--- config.mk ---
export PLATFORM = sky130hd
export DESIGN_NAME = video_mode_ctrl_flat
export DESIGN_NICKNAME = d
export VERILOG_FILES = /design/src/rtl/video_mode_ctrl_if.sv /design/src/rtl/video_mode_ctrl.sv /design/src/flat_wrapper.sv
export SDC_FILE = /design/constraint.sdc
export NUM_CORES = 1
export LEC_CHECK = 0
export ABC_AREA = 1
export CAP_MARGIN = 0
export CORE_AREA = 2 2 56 79
export CTS_BUF_LIST = sky130_fd_sc_hd__clkbuf_16
export CTS_CLUSTER_SIZE = 8
export DETAILED_ROUTE_END_ITERATION = 6
export DIE_AREA = 0 0 58 81
export PLACE_DENSITY = 0.94
export SYNTH_ARGS = -nofsm -noshare
export SYNTH_HDL_FRONTEND = slang
export SYNTH_SLANG_ARGS = --single-unit
--- constraint.sdc ---
create_clock -name PIXCLK -period 2.7 [get_ports PIXCLK]
set_input_delay 0.405 -clock PIXCLK [delete_from_list [all_inputs] [get_ports PIXCLK]]
set_output_delay 0.405 -clock PIXCLK [all_outputs]
set_load 0.02 [all_outputs]
--- src/rtl/video_mode_ctrl_if.sv ---
// Bundles the video_mode_ctrl request handshake, sync-generator position feed,
// and timing/status outputs; slave = controller side, master = requester/sync side.
//
// Handshake: a request transfers on a rising PIXCLK edge where MODE_VALID and
// MODE_READY are both 1; while MODE_READY is 0 the requester holds MODE_REQ/MODE_VALID.
interface video_mode_ctrl_if;
  logic [1:0] MODE_REQ;
  logic       MODE_VALID;
  logic       MODE_READY;
  logic [9:0] XPOS;
  logic [9:0] YPOS;
  logic [9:0] HV;
  logic [7:0] HFP;
  logic [7:0] HSP;
  logic [7:0] HBP;
  logic [9:0] VV;
  logic [7:0] VFP;
  logic [7:0] VSP;
  logic [7:0] VBP;
  logic [1:0] CUR_MODE;
  logic       BLANK;
  logic       BUSY;
  logic [1:0] dbg_state;

  modport slave (
    input  MODE_REQ, MODE_VALID, XPOS, YPOS,
    output MODE_READY, HV, HFP, HSP, HBP, VV, VFP, VSP, VBP,
           CUR_MODE, BLANK, BUSY, dbg_state
  );

  modport master (
    output MODE_REQ, MODE_VALID, XPOS, YPOS,
    input  MODE_READY, HV, HFP, HSP, HBP, VV, VFP, VSP, VBP,
           CUR_MODE, BLANK, BUSY, dbg_state
  );
endinterface

--- src/rtl/video_mode_ctrl.sv ---
// Video timing mode controller: switches the sync generator's timing set only at
// frame start, then holds BLANK for MUTE_FRAMES further frames.
module video_mode_ctrl #(
  parameter logic [1:0]  DEFAULT_MODE = 2'd0,
  parameter int unsigned MUTE_FRAMES  = 2
) (
  input  logic             PIXCLK,
  input  logic             RESET,
  video_mode_ctrl_if.slave bus
);

  typedef struct packed {
    logic [9:0] hv;
    logic [7:0] hfp;
    logic [7:0] hsp;
    logic [7:0] hbp;
    logic [9:0] vv;
    logic [7:0] vfp;
    logic [7:0] vsp;
    logic [7:0] vbp;
  } timing_t;

  typedef enum logic [1:0] {
    IDLE    = 2'd0,
    PENDING = 2'd1,
    MUTE    = 2'd2
  } state_t;

  localparam logic [4:0] MUTE_N = 5'(MUTE_FRAMES);

  function automatic timing_t mode_table(input logic [1:0] m);
    timing_t t;
    case (m)
      2'd0:    t = '{10'd640, 8'd16, 8'd96,  8'd48, 10'd480, 8'd10, 8'd2, 8'd33};
      2'd1:    t = '{10'd640, 8'd16, 8'd96,  8'd48, 10'd400, 8'd12, 8'd2, 8'd35};
      2'd2:    t = '{10'd720, 8'd18, 8'd108, 8'd54, 10'd400, 8'd12, 8'd2, 8'd35};
      default: t = '{10'd512, 8'd8,  8'd16,  8'd8,  10'd384, 8'd2,  8'd2, 8'd2};
    endcase
    return t;
  endfunction

  state_t     state_q, state_d;
  logic [1:0] next_q, next_d;
  logic [1:0] cur_q, cur_d;
  timing_t    tim_q, tim_d;
  logic       blank_q, blank_d;
  logic [3:0] cnt_q, cnt_d;
  logic       fs;

  assign fs = (bus.XPOS == 10'd0) && (bus.YPOS == 10'd0);

  always_ff @(posedge PIXCLK or posedge RESET) begin
    if (RESET) begin
      state_q <= IDLE;
      next_q  <= DEFAULT_MODE;
      cur_q   <= DEFAULT_MODE;
      tim_q   <= mode_table(DEFAULT_MODE);
      blank_q <= 1'b0;
      cnt_q   <= 4'd0;
    end else begin
      state_q <= state_d;
      next_q  <= next_d;
      cur_q   <= cur_d;
      tim_q   <= tim_d;
      blank_q <= blank_d;
      cnt_q   <= cnt_d;
    end
  end

  always_comb begin
    state_d = state_q;
    next_d  = next_q;
    cur_d   = cur_q;
    tim_d   = tim_q;
    blank_d = blank_q;
    cnt_d   = cnt_q;
    case (state_q)
      IDLE: begin
        // A request for the mode already on the outputs is consumed silently.
        if (bus.MODE_VALID && (bus.MODE_REQ != cur_q)) begin
          next_d  = bus.MODE_REQ;
          state_d = PENDING;
        end
      end
      PENDING: begin
        if (fs) begin
          tim_d = mode_table(next_q);
          cur_d = next_q;
          if (MUTE_N != 5'd0) begin
            blank_d = 1'b1;
            cnt_d   = 4'd0;
            state_d = MUTE;
          end else begin
            state_d = IDLE;
          end
        end
      end
      MUTE: begin
        if (fs) begin
          if (({1'b0, cnt_q} + 5'd1) == MUTE_N) begin
            blank_d = 1'b0;
            state_d = IDLE;
          end else begin
            cnt_d = cnt_q + 4'd1;
          end
        end
      end
      default: state_d = IDLE;
    endcase
  end

  assign bus.MODE_READY = (state_q == IDLE);
  assign bus.BUSY       = (state_q != IDLE);
  assign bus.BLANK      = blank_q;
  assign bus.CUR_MODE   = cur_q;
  assign bus.HV         = tim_q.hv;
  assign bus.HFP        = tim_q.hfp;
  assign bus.HSP        = tim_q.hsp;
  assign bus.HBP        = tim_q.hbp;
  assign bus.VV         = tim_q.vv;
  assign bus.VFP        = tim_q.vfp;
  assign bus.VSP        = tim_q.vsp;
  assign bus.VBP        = tim_q.vbp;
  assign bus.dbg_state  = state_q;

endmodule

--- src/flat_wrapper.sv ---
// flat-port wrapper written by rule: the top's interface ports become plain ports
module video_mode_ctrl_flat 
#(
  parameter logic [1:0]  DEFAULT_MODE = 2'd0,
  parameter int unsigned MUTE_FRAMES  = 2
)
  (PIXCLK, RESET, bus_MODE_REQ, bus_MODE_VALID, bus_XPOS, bus_YPOS, bus_MODE_READY, bus_HV, bus_HFP, bus_HSP, bus_HBP, bus_VV, bus_VFP, bus_VSP, bus_VBP, bus_CUR_MODE, bus_BLANK, bus_BUSY, bus_dbg_state);
  video_mode_ctrl_if bus_i ();
  input  logic PIXCLK;
  input  logic RESET;
  input wire logic [$bits(bus_i.MODE_REQ)-1:0] bus_MODE_REQ;
  input wire logic [$bits(bus_i.MODE_VALID)-1:0] bus_MODE_VALID;
  input wire logic [$bits(bus_i.XPOS)-1:0] bus_XPOS;
  input wire logic [$bits(bus_i.YPOS)-1:0] bus_YPOS;
  output wire logic [$bits(bus_i.MODE_READY)-1:0] bus_MODE_READY;
  output wire logic [$bits(bus_i.HV)-1:0] bus_HV;
  output wire logic [$bits(bus_i.HFP)-1:0] bus_HFP;
  output wire logic [$bits(bus_i.HSP)-1:0] bus_HSP;
  output wire logic [$bits(bus_i.HBP)-1:0] bus_HBP;
  output wire logic [$bits(bus_i.VV)-1:0] bus_VV;
  output wire logic [$bits(bus_i.VFP)-1:0] bus_VFP;
  output wire logic [$bits(bus_i.VSP)-1:0] bus_VSP;
  output wire logic [$bits(bus_i.VBP)-1:0] bus_VBP;
  output wire logic [$bits(bus_i.CUR_MODE)-1:0] bus_CUR_MODE;
  output wire logic [$bits(bus_i.BLANK)-1:0] bus_BLANK;
  output wire logic [$bits(bus_i.BUSY)-1:0] bus_BUSY;
  output wire logic [$bits(bus_i.dbg_state)-1:0] bus_dbg_state;
  assign bus_i.MODE_REQ = bus_MODE_REQ;
  assign bus_i.MODE_VALID = bus_MODE_VALID;
  assign bus_i.XPOS = bus_XPOS;
  assign bus_i.YPOS = bus_YPOS;
  assign bus_MODE_READY = bus_i.MODE_READY;
  assign bus_HV = bus_i.HV;
  assign bus_HFP = bus_i.HFP;
  assign bus_HSP = bus_i.HSP;
  assign bus_HBP = bus_i.HBP;
  assign bus_VV = bus_i.VV;
  assign bus_VFP = bus_i.VFP;
  assign bus_VSP = bus_i.VSP;
  assign bus_VBP = bus_i.VBP;
  assign bus_CUR_MODE = bus_i.CUR_MODE;
  assign bus_BLANK = bus_i.BLANK;
  assign bus_BUSY = bus_i.BUSY;
  assign bus_dbg_state = bus_i.dbg_state;
  video_mode_ctrl #(.DEFAULT_MODE(DEFAULT_MODE), .MUTE_FRAMES(MUTE_FRAMES)) u_core (.PIXCLK(PIXCLK), .RESET(RESET), .bus(bus_i));
endmodule
# Word-level counts from Yosys, hierarchy flattened
# Cells that the tools add are included.
[word_totals] in_bits=25 elab_cells=53 output_inout_bits=75 regBits=79
[classes] n_eq_ne=11 addsub=2 mux=14 reduce_logical=13
[op_table] cell="66-bit case mux with 3 select lines" n=1
[op_table] cell="10-bit logical NOT" n=2
[op_table] cell="4-bit 2-to-1 mux" n=3
[op_table] cell="4-bit AND reduction" n=3
[op_table] cell="2-bit 2-to-1 mux" n=4
[op_table] cell="2-bit by 1-bit != test with 1-bit output (second input constant)" n=4
[op_table] cell="4-bit case mux with 2 select lines" n=1
[op_table] cell="2-bit case mux with 3 select lines" n=1
[op_table] cell="4-bit by 1-bit adder with 5-bit output (second input constant)" n=1
[op_table] cell="5-bit by 2-bit equality test with 1-bit output (second input constant)" n=1
[op_table] cell="4-bit by 1-bit adder with 4-bit output (second input constant)" n=1
[op_table] cell="2-bit by 1-bit equality test with 1-bit output (second input constant)" n=2
[op_table] cell="2-bit equality test (second input constant)" n=2
[op_table] cell="2-bit logical NOT" n=2
[op_table] cell="2-bit AND reduction" n=2
[op_table] cell="2-bit nonzero test" n=2
[op_table] cell="1-bit 2-to-1 mux" n=3
[op_table] cell="1-bit logical AND" n=2
[op_table] cell="2-bit != test" n=1
[op_table] cell="2-bit != test (second input constant)" n=1
[op_table] cell="1-bit case mux with 2 select lines" n=1

# Logic depth before layout (Yosys ltp)
[logic_depth] ltp_word=5 depth_mapped=11

# Worst setup path before layout
# OpenSTA, ideal clock, no wires.
[synth_path] kind="flip-flop to output port" startpoint="register u_core.state_q[1] (netlist: u_core.bus.dbg_state[1])" endpoint="output bus_BUSY" path_buffers=0 path_slack_ns=1.229 required_time_ns=2.295 path_stages_with_launch=3 t_arrival_ns=1.066 path_cell_list="dfrtp_1 > nor2_1 > inv_1"
[synth_between] elab_chain_cells=1
[synth_lines] element="start, declared" line_no="video_mode_ctrl.sv:42" rtl="state_t state_q, state_d;"
[synth_lines] element="start signal, assigned" line_no="video_mode_ctrl.sv:61" rtl="state_q <= state_d;"
[synth_lines] element="2-bit nonzero test" line_no="video_mode_ctrl.sv:113" rtl="assign bus.BUSY = (state_q != IDLE);"
[synth_lines] element="end, declared" line_no="flat_wrapper.sv:26" rtl="output wire logic [$bits(bus_i.BUSY)-1:0] bus_BUSY;"
# Every way passes these cells.

# Worst setup path in the final report
[layout_path] startpoint="register u_core.state_q[1] (netlist: u_core.bus.dbg_state[1])" endpoint="output bus_MODE_READY"
[layout_between] elab_chain_cells=1
[layout_lines] element="2-bit logical NOT" line_no="video_mode_ctrl.sv:112" rtl="assign bus.MODE_READY = (state_q == IDLE);"
[layout_lines] element="end, declared" line_no="flat_wrapper.sv:15" rtl="output wire logic [$bits(bus_i.MODE_READY)-1:0] bus_MODE_READY;"
# Every way passes these cells.

==> metrics.md <==
| Metric | Value |
|---|---|
| Antenna viol nets, final | `0` |
| H-tree levels | `1` |
| Max Clk Rate | `between 500 and 600 MHz` |
| Setup crit start | `u_core.bus.dbg_state[1]$_DFFE_PP0P_` |
| Post-synth ARST share | `100%` |
| Hold WC Path Type | `flip-flop to flip-flop` |
| Hold WS | `0.476 ns` |
| CP delay by family, top | `buffers and inverters` |
| Router iterations before antenna repair | `4` |
| TritonCTS buffer count | `3` |
| Critical path depth in cells | `2` |
| Clock Path Buffers | `2` |
| # setup viols final | `0` |
| Slowest cell on crit path | `clkdlybuf4s50_1` |
| CTS tree | `built` |
| Final Cycle Share | `between 70% and 80%` |
| Vias in the first global route | `~1000` |
| Synthesis-to-layout area growth | `25.8%` |
| Worst skew pair latency | `approximately 0.25 ns` |
| Top-area cell type share of the netlist area | `a little under a third` |
| Share of cells above drive strength 1 | `4.39%` |
| Initial antenna violation count | `0` |
| Worst Clk Skew | `a little over 0.002 ns` |
| RSZ-0062 raised after global routing | `no` |
| First-pass GRT wire length | `between 4000 and 5000 um` |
| Outcome | `finished clean` |
| Max-cap viol count | `0` |
| FF-to-FF setup slack | `about 1.1 ns` |
| Largest net degree at the start of global routing | `21` |
| Via count | `between 1k and 1.5k` |
| Top post-synthesis cells by area | `buf_4 31%, dfrtp_1 26%, nand2_1 10%, dfstp_2 5.4%, ha_1 5.2%` |
| Number of gates resized after CTS | `0` |
| Synthesized area per cell | `between 7 and 8 um2` |
| Core area | `0.00406 mm2` |
| Area leader, netlist | `buf_4` |
| Post-synth top cells | `61 x buf_4, 39 x nand2_1, 17 x nor2_1` |
| Routed wire length | `between 2000 and 3000 um` |
| Antenna fix cells | `0` |
| Min Clock Period, post-route | `1.90 ns` |
| Die H | `81 um` |
| Row count | `28` |
| I/O Buffers | `between 50 and 60` |
| Die width | `~58 um` |
| TNS Setup | `0 ns` |
| Postcts setup bufs | `0` |
| Post-route DRC | `0` |
| Worst Setup End Kind | `output port` |
| Buf/Inv on CP | `1` |
| Slew HR | `a little under three fifths` |
| Distinct cell type count of the synthesized netlist | `22` |
| Critical-path cell list | `nor2_1 -> clkdlybuf4s50_1` |
| Total GRT Usage | `between 10% and 20%` |
| Worst Path Class, Setup | `flip-flop to output port` |
| Data required time at the worst endpoint | `2.30 ns` |
| P_leak | `roughly 0.9 nW` |
| Main synth FF type | `dfrtp_1` |
| Die area | `0.00470 mm2` |
| Mapped Area | `approximately 0.0015 mm2` |
| Launch point of the worst reg-to-reg path | `u_core.cnt_q[0]$_DFFE_PP0P_` |
| CP Launch Type | `flip-flop` |
| Count leader, synth | `buf_4` |
| Hold path cells | `2` |
| I/O Pins | `100` |
| Crit Reg-Reg Endpoint | `u_core.cnt_q[2]$_DFFE_PP0P_` |
| Final hold vios | `0` |
| Clock sink count | `18` |
| GRT overflow | `0` |
| Reg2Reg Depth | `11` |
| HPWL Detailed | `2110 um` |
| CP arrival | `~1.5 ns` |
| Post-synth EDFFs | `0` |
| Initial Util | `between 30% and 40%` |
| Mapped Cells | `190` |
| CP Capture Point | `bus_MODE_READY` |
| Pins over their slew limit | `0` |
| FF+latch count, synth | `18` |
| Iteration-0 DRC count of the detailed router | `15` |
| Worst path max stage delay | `about 0.64 ns` |
| Final Wtd Congestion | `approximately 0.77` |
| CTS Hold Bufs | `0` |
| Vias per cell | `around 4.1` |
| Peak VDD IR | `0.302 mV` |
| Fillers | `~380` |
| Final nets | `260` |
| Root buffer cell | `clkbuf_16` |
| Cell Pwr Density | `361 mW/mm2` |
| CTS clk-pin slew, worst paths | `roughly 0.050 ns` |
| Slew @ Worst Pin | `0.642 ns` |
| CP Max Fanout | `5` |
| Ys Warns | `0` |
| Final core occ | `between 40% and 50%` |
| Sequential area share after synthesis | `roughly 31%` |
| Wire per inst | `9.41 um` |
-- worst reg2reg max path, cell delays in order (launching register included) --
cell     delay (ns)
dfrtp_1        0.43
ha_1           0.25
inv_1          0.06
nand2_1        0.04
nand2_1        0.07
nand3_1        0.09
inv_1          0.07
nand2_1        0.06
nand3_1        0.17
nand2_1        0.12
nand2_1        0.09
nand2_1        0.05
-- how the worst min path moves through the flow --
stage / start / end / slack, ns
after floorplan: RESET / u_core.bus.BLANK$_DFFE_PP0P_ / 0.34
after global placement: u_core.bus.VBP[1]$_DFFE_PP0P_ / u_core.bus.VBP[1]$_DFFE_PP0P_ / 0.47
after detailed placement: u_core.bus.VV[5]$_DFFE_PP1P_ / u_core.bus.VV[5]$_DFFE_PP1P_ / 0.47
after CTS: u_core.bus.VV[5]$_DFFE_PP1P_ / u_core.bus.VV[5]$_DFFE_PP1P_ / 0.48
after global routing: u_core.bus.VV[5]$_DFFE_PP1P_ / u_core.bus.VV[5]$_DFFE_PP1P_ / 0.50
final: u_core.bus.VV[5]$_DFFE_PP1P_ / u_core.bus.VV[5]$_DFFE_PP1P_ / 0.48
-- state kept, by name, summed over array words and instances, names as in the netlist --
register and count:
u_core.cnt_q 4, u_core.bus.HSP 3, u_core.bus.CUR_MODE 2, u_core.bus.VV 2, u_core.bus.dbg_state 2, u_core.next_q 2, u_core.bus.BLANK 1, u_core.bus.VBP 1
u_core.bus.VFP 1
-- report_power, final --
part	internal, W	total (W)	switching (W)	leakage, nW
Combinational	0.0000329	0.0000985	0.0000656	0.659
Sequential	0.000270	0.000270	0.0000000338	0.220
Clock	0.000197	0.000292	0.0000949	0.0385
-- final cells by class --
cell class | instances | area (um2) | area share, %
multi-input cells | 133 | 613 | 33.5
repair buffers | 56 | 561 | 30.6
flip-flops and latches | 18 | 454 | 24.8
clock buffers | 3 | 75.1 | 4.10
inverters | 17 | 68.8 | 3.76
well taps | 45 | 56.3 | 3.07
clock inverters | 1 | 3.75 | 0.205
-- routing by layer --
metal	global-route usage, %	wire length, um	up-vias
met5	0	0	-
met4	4.42	35	0
met3	0.955	191	5
met2	21.0	1380	54
met1	12.1	960	493
li1	-	-	554
-- cells in the final DEF, fill, tap and decap left out --
cell             count
clkbuf_16            3
clkinv_4             1
and2_1               1
ha_1                 6
conb_1              43
dfstp_2              3
clkinv_1             1
nand2_2              2
nand2_1             39
dfrtp_1             15
clkdlybuf4s50_1     56
nor2_4               1
inv_1               16
nand4_1              3
nand3_1              8
xor2_1               2
o21ai_0              4
o21a_1               1
nor2_1              17
a21oi_1              2
o21ai_1              3
o211ai_1             1
-- metrics by stage --
step | power [W] | instances | worst slack [ns] | area [um2]
after floorplan | 0.000383 | 231 | 1.23 | 1610
after global placement | 0.000372 | 269 | 0.821 | 1750
after detailed placement | 0.000373 | 269 | 0.770 | 1750
after CTS | 0.000661 | 273 | 0.793 | 1830
after global routing | 0.000682 | 273 | 0.728 | 1830
final | 0.000660 | 273 | 0.796 | 1830
-- cells by family (layout without fill, tap and decap cells) --
logic type      after synthesis  in the layout  share of synthesized area, %
fa+ha+maj                     6              6                          5.15
flops                        18             18                          31.2
other cells                   2             43                         0.516
compound gates               11             11                          4.12
buf+inv                      80             77                          37.3
simple gates                 71             71                          20.5
xor+xnor                      2              2                          1.20
Power figures use the tool's default switching activity.
